===== src/rtl/nn_eval_sequencer.sv =====
// Batch-inference sequencer for one NN core: resets and starts the core per sample,
// waits for done or timeout, scores the predicted label against a golden-label ROM.
module nn_eval_sequencer #(
    parameter int IDX_W   = 16,
    parameter int LABEL_W = 8,
    parameter int CNT_W   = 32,
    parameter int RST_CYC = 2,
    parameter int TIMEOUT = 8192
) (
    input  logic               clk,
    input  logic               rst,
    input  logic               run,
    input  logic               abort,
    input  logic [IDX_W-1:0]   sample_base,
    input  logic [IDX_W-1:0]   sample_count,
    output logic [IDX_W-1:0]   nn_idx,
    output logic               nn_rst,
    output logic               nn_start,
    input  logic               nn_done,
    input  logic [LABEL_W-1:0] nn_label,
    output logic [IDX_W-1:0]   lbl_addr,
    input  logic [LABEL_W-1:0] lbl_data,
    output logic               res_valid,
    output logic               res_match,
    output logic [CNT_W-1:0]   num_correct,
    output logic [CNT_W-1:0]   num_done,
    output logic [CNT_W-1:0]   num_timeout,
    output logic               busy,
    output logic               done
);

    localparam int CYC_W = $clog2(TIMEOUT + RST_CYC + 1);
    localparam logic [IDX_W-1:0] IDX_ONE  = {{(IDX_W-1){1'b0}}, 1'b1};
    localparam logic [IDX_W-1:0] IDX_ZERO = {IDX_W{1'b0}};
    localparam logic [CYC_W-1:0] CYC_ONE  = {{(CYC_W-1){1'b0}}, 1'b1};
    localparam logic [CYC_W-1:0] RST_LAST = CYC_W'(RST_CYC - 1);
    localparam logic [CYC_W-1:0] RUN_LAST = CYC_W'(TIMEOUT - 1);

    typedef enum logic [2:0] {
        S_IDLE    = 3'd0,
        S_NN_RST  = 3'd1,
        S_RUN     = 3'd2,
        S_COMPARE = 3'd3,
        S_TMO     = 3'd4,
        S_NEXT    = 3'd5,
        S_FINISH  = 3'd6
    } state_t;

    state_t             state_r;
    state_t             state_s;
    logic [IDX_W-1:0]   idx_r;
    logic [IDX_W-1:0]   count_r;
    logic [IDX_W-1:0]   k_r;
    logic [CYC_W-1:0]   cyc_r;
    logic [LABEL_W-1:0] label_r;
    logic               nn_rst_r;
    logic               nn_start_r;
    logic               res_valid_r;
    logic               res_match_r;
    logic               busy_r;
    logic               done_r;
    logic [CNT_W-1:0]   num_correct_r;
    logic [CNT_W-1:0]   num_done_r;
    logic [CNT_W-1:0]   num_timeout_r;
    logic               match_s;
    logic               live_s;

    // Counters stick at all-ones instead of wrapping.
    function automatic logic [CNT_W-1:0] sat_inc(input logic [CNT_W-1:0] v);
        if (v == {CNT_W{1'b1}}) begin
            return v;
        end else begin
            return v + {{(CNT_W-1){1'b0}}, 1'b1};
        end
    endfunction

    // Next-state decode; abort overrides everything outside IDLE, including nn_done.
    always_comb begin
        state_s = state_r;
        match_s = (label_r == lbl_data);
        live_s  = !(abort && (state_r != S_IDLE));
        if (!live_s) begin
            state_s = S_IDLE;
        end else begin
            case (state_r)
                S_IDLE: begin
                    if (run) begin
                        state_s = (sample_count == IDX_ZERO) ? S_FINISH : S_NN_RST;
                    end else begin
                        state_s = S_IDLE;
                    end
                end
                S_NN_RST: begin
                    if (cyc_r == RST_LAST) begin
                        state_s = S_RUN;
                    end else begin
                        state_s = S_NN_RST;
                    end
                end
                S_RUN: begin
                    if (nn_done) begin
                        state_s = S_COMPARE;
                    end else if (cyc_r == RUN_LAST) begin
                        state_s = S_TMO;
                    end else begin
                        state_s = S_RUN;
                    end
                end
                S_COMPARE: state_s = S_NEXT;
                S_TMO:     state_s = S_NEXT;
                S_NEXT: begin
                    if ((k_r + IDX_ONE) == count_r) begin
                        state_s = S_FINISH;
                    end else begin
                        state_s = S_NN_RST;
                    end
                end
                S_FINISH: state_s = S_IDLE;
                default:  state_s = S_IDLE;
            endcase
        end
    end

    // State register.
    always_ff @(posedge clk or negedge rst) begin
        if (!rst) begin
            state_r <= S_IDLE;
        end else begin
            state_r <= state_s;
        end
    end

    // Sample bookkeeping: index, sample counter, per-state cycle counter, captured label.
    always_ff @(posedge clk or negedge rst) begin
        if (!rst) begin
            idx_r   <= IDX_ZERO;
            count_r <= IDX_ZERO;
            k_r     <= IDX_ZERO;
            cyc_r   <= {CYC_W{1'b0}};
            label_r <= {LABEL_W{1'b0}};
        end else begin
            if (state_r == S_IDLE && run) begin
                idx_r   <= sample_base;
                count_r <= sample_count;
                k_r     <= IDX_ZERO;
            end else if (state_r == S_NEXT && live_s) begin
                idx_r <= idx_r + IDX_ONE;
                k_r   <= k_r + IDX_ONE;
            end else begin
                idx_r <= idx_r;
                k_r   <= k_r;
            end
            if (state_s != state_r) begin
                cyc_r <= {CYC_W{1'b0}};
            end else if (state_r == S_NN_RST || state_r == S_RUN) begin
                cyc_r <= cyc_r + CYC_ONE;
            end else begin
                cyc_r <= cyc_r;
            end
            if (state_r == S_RUN && nn_done) begin
                label_r <= nn_label;
            end else begin
                label_r <= label_r;
            end
        end
    end

    // Core-control outputs track the state being entered; result outputs follow the scoring state.
    always_ff @(posedge clk or negedge rst) begin
        if (!rst) begin
            nn_rst_r    <= 1'b1;
            nn_start_r  <= 1'b0;
            res_valid_r <= 1'b0;
            res_match_r <= 1'b0;
            done_r      <= 1'b0;
            busy_r      <= 1'b0;
        end else begin
            nn_rst_r    <= (state_s != S_RUN);
            nn_start_r  <= (state_s == S_RUN);
            res_valid_r <= live_s && (state_r == S_COMPARE || state_r == S_TMO);
            res_match_r <= live_s && (state_r == S_COMPARE) && match_s;
            done_r      <= live_s && (state_r == S_FINISH);
            if (state_r == S_IDLE && run) begin
                busy_r <= 1'b1;
            end else if (!live_s || state_r == S_FINISH) begin
                busy_r <= 1'b0;
            end else begin
                busy_r <= busy_r;
            end
        end
    end

    // Result counters: cleared on run acceptance, held after finish or abort.
    always_ff @(posedge clk or negedge rst) begin
        if (!rst) begin
            num_correct_r <= {CNT_W{1'b0}};
            num_done_r    <= {CNT_W{1'b0}};
            num_timeout_r <= {CNT_W{1'b0}};
        end else if (state_r == S_IDLE && run) begin
            num_correct_r <= {CNT_W{1'b0}};
            num_done_r    <= {CNT_W{1'b0}};
            num_timeout_r <= {CNT_W{1'b0}};
        end else if (live_s && state_r == S_COMPARE) begin
            num_done_r    <= sat_inc(num_done_r);
            num_correct_r <= match_s ? sat_inc(num_correct_r) : num_correct_r;
            num_timeout_r <= num_timeout_r;
        end else if (live_s && state_r == S_TMO) begin
            num_done_r    <= sat_inc(num_done_r);
            num_timeout_r <= sat_inc(num_timeout_r);
            num_correct_r <= num_correct_r;
        end else begin
            num_correct_r <= num_correct_r;
            num_done_r    <= num_done_r;
            num_timeout_r <= num_timeout_r;
        end
    end

    assign nn_idx      = idx_r;
    assign lbl_addr    = idx_r;
    assign nn_rst      = nn_rst_r;
    assign nn_start    = nn_start_r;
    assign res_valid   = res_valid_r;
    assign res_match   = res_match_r;
    assign num_correct = num_correct_r;
    assign num_done    = num_done_r;
    assign num_timeout = num_timeout_r;
    assign busy        = busy_r;
    assign done        = done_r;

endmodule


===== config.mk =====
export PLATFORM = sky130hd
export DESIGN_NAME = nn_eval_sequencer
export DESIGN_NICKNAME = d
export VERILOG_FILES = /design/src/rtl/nn_eval_sequencer.sv
export SDC_FILE = /design/constraint.sdc
export NUM_CORES = 1
export LEC_CHECK = 0
export BUFFER_PORTS_ARGS = -buffer_cell sky130_fd_sc_hd__buf_2
export CORE_ASPECT_RATIO = 1.2
export CORE_MARGIN = 2
export CORE_UTILIZATION = 30
export CTS_CLUSTER_DIAMETER = 60
export DETAILED_ROUTE_END_ITERATION = 16
export PLACE_DENSITY = 0.61
export SKIP_LAST_GASP = 1
export SLEW_MARGIN = 0
export SYNTH_ARGS = -nofsm -noshare
export SYNTH_HDL_FRONTEND = slang
export SYNTH_SLANG_ARGS = --single-unit
export TNS_END_PERCENT = 30

===== constraint.sdc =====
create_clock -name clk -period 4.4 [get_ports clk]
set_clock_uncertainty 0.1 [all_clocks]
set_input_delay 0.66 -clock clk [delete_from_list [all_inputs] [get_ports clk]]
set_output_delay 0.66 -clock clk [all_outputs]
set_load 0.05 [all_outputs]

==> metrics <==
status=complete, no violations; Slew @ Worst Pin=1.027 ns; Post-Route WL=roughly 27 mm; drt first pass iters=5; GRT met2 Usage=between 20% and 30%; CTS sink cnt=roughly 180; sequential share of the synthesized area=a little under half; arrival time of the worst setup path=3.37 ns; Via Count=8442; DRC=0; busiest layer in global routing=met2; die width=around 170 um; post-synthesis to final-layout area growth=18.08%; prevailing post-synth register cell=dfrtp_1; Num CTS Buffers=17; fin crit period=between 3 and 4 ns; n_diodes=0; FF+latch count, synth=between 150 and 200; TritonCTS clock tree=done; Fin. Hold Viols=0; clock slew at reported path FFs=about 0.070 ns; Post-CTS Setup Inserts=0; GP Congestion=0.8208; fin util=a little over a third; Post-synth ARST share=between 90% and 100%; Max Freq=around 320 MHz; Slew Limit Fails=0; initial core utilization=a little under a third; slowest stage delay, CP=0.66 ns; maxcap violations=0; Slew Limit Headroom=31.51%; post_cts resized=0; Syn Nets=1133; CTS Hold Buffers Added=0; PD cells=~460 nW/um2; worst skew pair latency=~0.44 ns; share of the synthesized area in the top cell type=between 40% and 50%; Synth warnings=0; Port Buffer Count=around 190; row count=slightly above 70; met1 GRT Util=approximately a fifth; Crit path buffers/inverters=0; Antenna Nets Post-Route=0; Finish-stage setup viols=0; area leader, netlist=dfrtp_1; vias in the first global route=about 8.2k; Mean Syn Cell Area=9.049 um2; CTS H-tree depth=4; CP Max Fanout=40; CP endpoint kind=flop; CTS max path bufs=2; GR Util met3=4.200%; RSZ-0062 raised after global routing=false; Fill cells=around 3.3k; All-Layer GR Usage=~16%; first-pass GRT wire length=44.35 mm; Mapped Area=about 10000 um2; CP max stage cell=dfrtp_1; Detailed Route Iter0 Violations=approximately 600; DPL Wire Length=between 15 and 20 mm; min-delay worst type=in2async; root buffer cell=clkbuf_16; # nets final=between 1k and 1.5k; die area=between 30000 and 40000 um2; placed cells=between 1.5k and 2k; final setup TNS=0 ns; CP required=4.62 ns; I/O pin count=about 190; non-filler cells, final=between 1.5k and 2k; core area=between 30000 and 40000 um2; Unique masters post-synth=between 60 and 70; number of enable flip-flop cells after synthesis=0; Die Ht=201.1 um; Worst Setup Start Kind=flop; Vias/cell=slightly above 5; Wirelength per Cell=16.46 um; worst vdd ir=roughly 0.26 mV; Syn Inst Count=between 1k and 1.5k; WS Path Type=reg2reg; largest net degree at the start of global routing=93; cell family with most CP delay=simple AND/OR/NAND/NOR gates; layout cells sized above 1=between 20% and 30%; total grt overflow=0; fin crit share=around 72%; Leakage Power=approximately 0.0052 uW; initial antenna violation count=2; reg2reg setup slack=1.25 ns; worst path cell trace=nor2_2, and3_4, and2_1, a211oi_1, a41oi_4, mux2_2; ranking of synthesized cells by area=dfrtp_1, xnor2_1, nor2_1
-- per-layer routing --
| metal | wire, um | vias to the layer above |
|---|---|---|
| li1 | - | 4046 |
| met1 | 11610 | 4157 |
| met2 | 13220 | 201 |
| met3 | 1540 | 34 |
| met4 | 595 | 4 |
| met5 | 32 | - |
-- through the flow --
step / setup slack [ns] / instance area, um2 / hold WS (ns) / total power, uW
floorplan: 1.725 / 9709 / 0.2644 / 3460
global placement: 1.056 / 10900 / 0.3873 / 3832
CTS: 1.257 / 11460 / 0.2526 / 5387
detailed placement: 1.058 / 10900 / 0.3820 / 3861
global route: 1.062 / 11460 / 0.2885 / 5605
finish: 1.253 / 11460 / 0.2254 / 5322
-- final cells by class --
cell class	instances	area, um2	share of cell area [%]
clock inverter	15	137.6	1.200
timing repair buffer	196	1025	8.938
inverter	24	90.09	0.7858
tap	407	509.2	4.442
clock buffer	17	425.4	3.711
sequential	175	4380	38.21
multi-input combinational	807	4897	42.72
-- state kept, by name (all words and copies together) (netlist names) --
name and count:
lbl_addr 16, nn_rst 1, num_done 32, cyc_r 14, label_r 8, nn_start 1
busy 1, count_r 16, res_match 1, num_timeout 32, state_r 3, res_valid 1
done 1, k_r 16, num_correct 32
-- synthesized netlist by cell type, drive strengths merged, types with 29 or more instances --
| cell type | n |
|---|---|
| nor3 | 50 |
| nand3 | 48 |
| xnor2 | 71 |
| o21ai | 62 |
| a21oi | 29 |
| nand2 | 127 |
| or3 | 37 |
| buf | 34 |
| dfrtp | 174 |
| clkbuf | 33 |
| nor2 | 131 |
| xor2 | 46 |
| nand4 | 34 |
-- cell families after synthesis --
| logic type | synth area share [%] |
|---|---|
| adders and majority gates | 0.9020 |
| xor gates and xnor gates | 10.55 |
| buffers and inverters | 4.549 |
| AOI/OAI and AO/OA | 9.162 |
| muxes | 2.745 |
| and+or+nand+nor | 26.97 |
| DFF | 45.12 |
-- power by group --
part           internal [uW]  switching, uW  leakage (uW)
combinational            482           1230       0.00257
sequential              1810            294       0.00237
clock                    754            753      0.000275
total                   3050           2280       0.00522
-- cells in the final DEF (no fill, tap or decap), types with 4 or more instances in the layout --
master     count
nand2b_1       7
o311ai_0       4
a221o_1        6
mux2_2        13
inv_6          6
and2_1         7
xnor2_1       71
and3_1        24
nor3_1        47
or3_1         37
inv_1         24
xor2_1        46
nor4_1        16
a31oi_1        5
dfrtp_1      174
nand4_1       33
mux2i_1       12
nand2_1      127
nor2_1       130
o31ai_1        5
and4_1        15
a21oi_1       29
ha_1           7
nand3_1       47
buf_2        185
clkbuf_16     17
buf_4          9
o21ai_0       61
inv_8          5
-- worst paths after layout --
path | to | cells past startpoint | startpoint
setup / recovery | cyc_r[4] | 6 | state_r[0]
max in group asynchronous | num_timeout[28] | 2 | rst
hold reg to reg | count_r[10] | 2 | count_r[10]
min in group clk | lbl_addr[1] | 3 | sample_base[1]
hold / removal | nn_start | 1 | rst
setup reg to reg | cyc_r[4] | 6 | state_r[0]
No activity file was read; power rests on OpenSTA's default activity.
